<file path="config.mk">
export PLATFORM = sky130hd
export DESIGN_NAME = ecc_scrub_controller
export DESIGN_NICKNAME = d
export VERILOG_FILES = /design/src/rtl/ecc_scrub_controller.sv
export SDC_FILE = /design/constraint.sdc
export NUM_CORES = 1
export LEC_CHECK = 0
export ABC_AREA = 1
export BUFFER_PORTS_ARGS = -buffer_cell sky130_fd_sc_hd__buf_4
export CAP_MARGIN = 5
export CELL_PAD_IN_SITES_DETAIL_PLACEMENT = 0
export CELL_PAD_IN_SITES_GLOBAL_PLACEMENT = 2
export CORE_UTILIZATION = 32
export CTS_BUF_LIST = sky130_fd_sc_hd__clkbuf_4 sky130_fd_sc_hd__clkbuf_8
export CTS_CLUSTER_SIZE = 16
export DETAILED_ROUTE_END_ITERATION = 8
export PLACE_DENSITY_LB_ADDON = 0.1
export SLEW_MARGIN = 25
export SYNTH_ARGS = -nofsm -noshare
export SYNTH_HDL_FRONTEND = slang
export SYNTH_SLANG_ARGS = --single-unit
</file>
<file path="constraint.sdc">
create_clock -name clk -period 1.5 [get_ports clk]
set_input_delay 0.3 -clock clk [delete_from_list [all_inputs] [get_ports clk]]
set_output_delay 0.3 -clock clk [all_outputs]
set_load 0.02 [all_outputs]
</file>
<file path="src/rtl/ecc_scrub_controller.sv">
// ecc_scrub_controller: host/scrub arbiter in front of a SECDED memory wrapper
module ecc_scrub_controller #(
  parameter int DATA_W         = 8,
  parameter int ADDR_W         = 4,
  parameter int RD_LAT         = 1,
  parameter int SCRUB_INTERVAL = 64,
  parameter int CNT_W          = 8
) (
  input  logic              clk,
  input  logic              rst,
  input  logic              host_req,
  input  logic              host_we,
  input  logic [ADDR_W-1:0] host_addr,
  input  logic [DATA_W-1:0] host_wdata,
  output logic              host_ready,
  output logic              host_rvalid,
  output logic [DATA_W-1:0] host_rdata,
  output logic              host_sec,
  output logic              host_ded,
  output logic [DATA_W-1:0] mem_wdata,
  output logic [ADDR_W-1:0] mem_addr,
  output logic              mem_wr_en,
  input  logic [DATA_W-1:0] mem_rdata,
  input  logic              mem_sec,
  input  logic              mem_ded,
  input  logic              scrub_en,
  input  logic              err_clr,
  output logic [CNT_W-1:0]  sec_count,
  output logic [CNT_W-1:0]  ded_count,
  output logic              ded_sticky,
  output logic [ADDR_W-1:0] last_ded_addr,
  output logic              pass_done
);
  localparam int LW = RD_LAT > 0 ? $clog2(RD_LAT + 1) : 1;
  localparam int IW = $clog2(SCRUB_INTERVAL);
  typedef enum logic [2:0] {IDLE, HOST_WR, HOST_RD, SCRUB_RD, SCRUB_WB} state_t;
  state_t state, state_n;
  logic [LW-1:0] lat_cnt;
  logic [IW-1:0] icnt;
  logic [ADDR_W-1:0] ptr;
  logic idle, rd_done, expire, accept, scrub_go, sec_hit, sec_inc, ded_inc, ptr_step;
  assign idle       = state == IDLE;
  assign host_ready = idle;
  assign rd_done    = lat_cnt == LW'(RD_LAT);
  assign expire     = icnt == IW'(SCRUB_INTERVAL - 1);
  assign accept     = idle && host_req;
  assign scrub_go   = idle && !host_req && scrub_en && expire;
  // a word flagged both ways is treated as uncorrectable and never written back
  assign sec_hit    = mem_sec && !mem_ded;
  assign sec_inc    = state == SCRUB_RD && rd_done && sec_hit;
  assign ded_inc    = state == SCRUB_RD && rd_done && mem_ded;
  assign ptr_step   = (state == SCRUB_RD && rd_done && !sec_hit) || state == SCRUB_WB;
  // next-state selection; host wins over a scrub start in the same cycle
  always_comb begin
    state_n = state;
    case (state)
      IDLE:     state_n = host_req ? (host_we ? HOST_WR : HOST_RD) : scrub_go ? SCRUB_RD : IDLE;
      HOST_RD:  state_n = rd_done ? IDLE : HOST_RD;
      SCRUB_RD: state_n = rd_done ? (sec_hit ? SCRUB_WB : IDLE) : SCRUB_RD;
      default:  state_n = IDLE;
    endcase
  end
  // state register
  always_ff @(posedge clk or negedge rst) begin
    if (!rst) state <= IDLE;
    else      state <= state_n;
  end
  // registered memory control, host read capture, scrub bookkeeping and error log
  always_ff @(posedge clk or negedge rst) begin
    if (!rst) begin
      lat_cnt       <= '0;
      icnt          <= '0;
      ptr           <= '0;
      mem_addr      <= '0;
      mem_wdata     <= '0;
      mem_wr_en     <= 1'b0;
      host_rvalid   <= 1'b0;
      host_rdata    <= '0;
      host_sec      <= 1'b0;
      host_ded      <= 1'b0;
      sec_count     <= '0;
      ded_count     <= '0;
      ded_sticky    <= 1'b0;
      last_ded_addr <= '0;
      pass_done     <= 1'b0;
    end else begin
      lat_cnt   <= ((state == HOST_RD || state == SCRUB_RD) && !rd_done) ? lat_cnt + 1'b1 : '0;
      icnt      <= (!scrub_en || (idle && expire)) ? '0 : (idle && !host_req) ? icnt + 1'b1 : icnt;
      mem_wr_en <= state_n == HOST_WR || state_n == SCRUB_WB;
      if (accept) begin
        mem_addr  <= host_addr;
        mem_wdata <= host_wdata;
      end else if (scrub_go) mem_addr <= ptr;
      if (sec_inc) mem_wdata <= mem_rdata;
      host_rvalid <= state == HOST_RD && rd_done;
      if (state == HOST_RD && rd_done) begin
        host_rdata <= mem_rdata;
        host_sec   <= mem_sec;
        host_ded   <= mem_ded;
      end
      ptr       <= ptr_step ? ptr + 1'b1 : ptr;
      pass_done <= ptr_step && &ptr;
      if (err_clr) begin
        sec_count     <= '0;
        ded_count     <= '0;
        ded_sticky    <= 1'b0;
        last_ded_addr <= '0;
      end else begin
        if (sec_inc && !(&sec_count)) sec_count <= sec_count + 1'b1;
        if (ded_inc) begin
          ded_count     <= &ded_count ? ded_count : ded_count + 1'b1;
          ded_sticky    <= 1'b1;
          last_ded_addr <= ptr;
        end
      end
    end
  end
endmodule

</file>
Word-level counts from Yosys, hierarchy flattened
Index checks and enable logic that the tools add are counted.

storage, ports and cells
  word-level logic and storage cells = 85
  output and inout bits = 47
  bits in registers = 60

cells by class
  equal/unequal tests = 7
  multiplexer cells = 23
  reduce and logical (&&, ||, !) cells = 34
  add/subtract/negate cells = 5

operators by type and width
  cell                                                                    count
  8-bit 2-to-1 mux                                                        7
  8-bit by 1-bit adder with 8-bit output (second input constant)          2
  4-bit 2-to-1 mux                                                        4
  8-bit AND reduction                                                     2
  1-bit logical AND                                                       14
  6-bit 2-to-1 mux                                                        2
  2-bit nonzero test                                                      5
  3-bit one-hot mux with 3 select lines                                   1
  2-bit 2-to-1 mux                                                        4
  6-bit by 1-bit adder with 6-bit output (second input constant)          1
  3-bit by 2-bit equality test with 1-bit output (second input constant)  2
  3-bit equality test (second input constant)                             2
  6-bit equality test (second input constant)                             1
  1-bit zero test                                                         6
  3-bit 2-to-1 mux                                                        2
  4-bit by 1-bit adder with 4-bit output (second input constant)          1
  1-bit logical OR                                                        4
  4-bit AND reduction                                                     1
  3-bit by 1-bit equality test with 1-bit output (second input constant)  1
  3-bit zero test                                                         1
  1-bit 2-to-1 mux                                                        3
  2-bit inequality test (second input constant)                           1
  2-bit AND reduction                                                     1
  1-bit adder (second input constant)                                     1

Logic depth before layout (Yosys ltp)
  depth after elaboration = 9
  depth in mapped cells = 9
  depth with buffers taken out = 9

Worst setup path after synthesis
No wires, ideal clock.

  path type = reg-to-reg
  start = register ded_count[0]
  end = register ded_count[3]
  arrival = 1301 ps
  slack = 80 ps
  clock period less this slack = 1420 ps
  cell stages (with the launch flop) = 9
  library setup time = 119 ps
  data required time = 1381 ps
  path through = dfrtp_1 ha_1 nand2_1 nor2_4 nand2_1 nand2_4 buf_12 nand2_1 o21ai_2

on the way
  longest elaborated chain between the ends = 4
  elaborated cells on any way between the ends = 7
  classes of those cells = 1 x add/sub; 1 x eq/ne; 3 x mux; 2 x reduce/logical

ends and longest elaborated chain
  what                                    line  RTL
  start: declaration                      29    output logic [CNT_W-1:0] ded_count,
  start signal: assignment                111   ded_count <= &ded_count ? ded_count : ded_count + 1'b1;
  8-bit by 1-bit adder with 8-bit output  111
  8-bit 2-to-1 mux                        111
  8-bit 2-to-1 mux                        110   if (ded_inc) begin
  8-bit 2-to-1 mux                        103   if (err_clr) begin

Several ways; a longest one is shown, not always the timed one. The select of a mux whose other input is x is not followed.
A chain may end at the register's enable or synchronous reset.

Worst setup path after layout
  start = register state[0]
  end = output port host_ready

on the way
  longest elaborated chain between the ends = 1

ends and longest elaborated chain
  what                      line  RTL
  start: declaration        37    state_t state, state_n;
  start signal: assignment  66    else state <= state_n;
  3-bit zero test           42    assign idle = state == IDLE;
  end: declaration          15    output logic host_ready,

Every way passes these cells.

==> impl_metrics.tcl <==
set metrics [dict create \
    grt_start_max_net_pins 29 \
    gp_congestion 0.727 \
    rsz0062_at_grt "true" \
    drt_iter0_drc 82 \
    ir_worst_vdd_v 0.000489 \
    cts_max_path_buffers 2 \
    h-tree-depth 3 \
    fp.dieW_um 99.1 \
    regToRegStartpoint "state[0]" \
    multiInputGateArea_um2 1370 \
    ys_seq_area_share_pct 49.8 \
    cp-end-kind "primary output" \
    wl_per_cell_um 13.4 \
    wl_um 7760 \
    layout_commonest_cell "nand2_1" \
    finalNetCount 496 \
    register_area_um2 1500 \
    via_per_inst 4.64 \
    dr.pass1.iters 4 \
    hold-worst-slack_ps 174 \
    cts_tree "done" \
    slew_headroom_pct 73.4 \
    critPathRequiredTime_ps 1200 \
    final_cell_mix "136 x nand2_1, 90 x buf_4, 59 x dfrtp_1" \
    synthDistinctLibCells 32 \
    cp_max_fo 3 \
    worst_slew_pin_slew_ps 399 \
    synth_area_um2 3010 \
    num_antenna_cells 0 \
    finalMaxSlewViolations 0 \
    setup_viol 0 \
    hold_path_startpoint "mem_rdata[2]" \
    outcome "completed" \
    dp_hpwl_um 5590 \
    hold_path.class "in -> reg" \
    finalWorstSetupSlack_ps 54.8 \
    yosysWarnings 0 \
    power.leakage_nw 2.06 \
    antenna_found_initial 0 \
    rows 35 \
    maxCapViolations 0 \
    drive_gt1_share_pct 31.6 \
    fin_util_pct 44.0 \
    fp.dieArea_um2 9810 \
    clock_latency_ps 330 \
    finalSetupTns_ps 0 \
    synth-seq-cells 60 \
    p_per_area_nw_per_um2 1480 \
    fin_skew_ps 8.93 \
    drc 0 \
    numPortBuffers 74 \
    crit_start "state[0]" \
    grt_pass1_wl_um 13200 \
    cts_inserted_buffers 9 \
    start_util_pct 32.8 \
    design.core.area_um2 9200 \
    layout-area-overhead-vs-synth_pct 34.3 \
    vias 2685 \
    avgSynthCellArea_um2 8.28 \
    worstSetupPathType "reg -> out" \
    die_h_um 99.1 \
    ios 75 \
    hold_viol 0 \
    syn_inst 364 \
    grt_pass1_vias 2667 \
    fin_crit_ps 1450 \
    cts.sinks 60 \
    clock.fmax_mhz 692 \
    root_buffer "clkbuf_8" \
    nFillCells 958 \
    worstSetupStartpointType "flip-flop" \
    cp.arrival_ps 1150 \
    gr-total-overflow 0 \
    clk_pin_slew_worst_paths_ps 70 \
    pre_cts_slack_ps 35.0 \
    post-route-period-util_pct 96.3 \
    postRouteAntennaNets 0 \
    track_usage_pct 17.1 \
    synth_nets 396 \
]
-- critical path: stages, from the launching register on --
cell,delay [ps]
dfrtp_2,430
nor2_4,140
nand2_4,80
inv_4,60
buf_6,110
-- registers in the layout, summed over array words and instances, names as in the netlist, 3 cells and up --
name / cells
ded_count: 8
host_rdata: 8
mem_wdata: 8
sec_count: 8
icnt: 6
last_ded_addr: 4
mem_addr: 4
ptr: 4
state: 3
-- area by class of cell --
class / count / area share [%]
multi-input combinational: 267 / 33.8
clock buffer: 13 / 4.11
inverter: 32 / 3.03
sequential: 60 / 37.1
clock inverter: 2 / 0.247
timing repair buffer: 94 / 18.2
tap: 111 / 3.43
-- synthesized netlist by cell type, drive strengths merged --
cell	count	area [um^2]
nand2	144	571
dfrtp	60	1500
nand3	45	240
inv	31	116
nor2	30	179
o21ai	18	109
buf	6	58.8
xor2	6	52.6
nand4	5	31.3
ha	4	50.1
nor3	3	15.0
o211ai	3	27.5
xnor2	3	26.3
or2	2	12.5
a21oi	1	5.00
clkinv	1	3.75
nand3b	1	7.51
o21bai	1	7.51
-- repair_timing --
item,CTS,global route
cloned,0,1
pin swaps,0,3
buffers inserted,3,3
hold buffers,1,0
setup endpoints to repair,2,25
endpoints found under the hold margin,26,0
resized for setup,3,11
-- metrics by stage --
step / power [mW] / instance area [um^2] / std cells
after floorplan: 3.64 / 3010 / 364
after global placement: 4.60 / 3770 / 556
after detailed placement: 4.62 / 3770 / 556
after CTS: 6.03 / 3980 / 575
after global routing: 6.46 / 4050 / 579
final: 6.00 / 4050 / 579
-- worst paths after layout --
check / slack, ps / to / depth (start not counted)
setup / recovery: 50 / host_ready / 4
hold / removal: 170 / host_rdata[2] / 3
setup reg to reg: 100 / icnt[3] / 8
hold reg to reg: 480 / host_rdata[5] / 2
max in group asynchronous: 540 / sec_count[1] / 3
min in group asynchronous: 440 / host_rdata[3] / 2
-- power breakdown --
part	leakage (nW)	switching (mW)	internal, mW
Combinational	1.18	1.31	1.00
Clock	0.0961	0.617	0.713
Sequential	0.784	0.311	2.05
Total	2.06	2.24	3.76
-- kinds of logic (layout without fill, tap and decap cells) --
logic type,Yosys count,in the layout,share of synthesized area (%)
AND/OR/NAND/NOR,230,231,35.0
AO/OA/AOI/OAI,23,23,4.94
buffers and inverters,38,141,5.94
XOR/XNOR,9,9,2.62
adder cells (fa/ha/maj),4,4,1.66
flip-flops,60,60,49.8
-- routing by layer --
metal	track usage (%)	part of all wire [%]
met5	0	0
met4	5.32	1.1
met3	4.33	5.2
met2	26.9	46
met1	23.3	47
No activity file was read; power rests on OpenSTA's default activity.
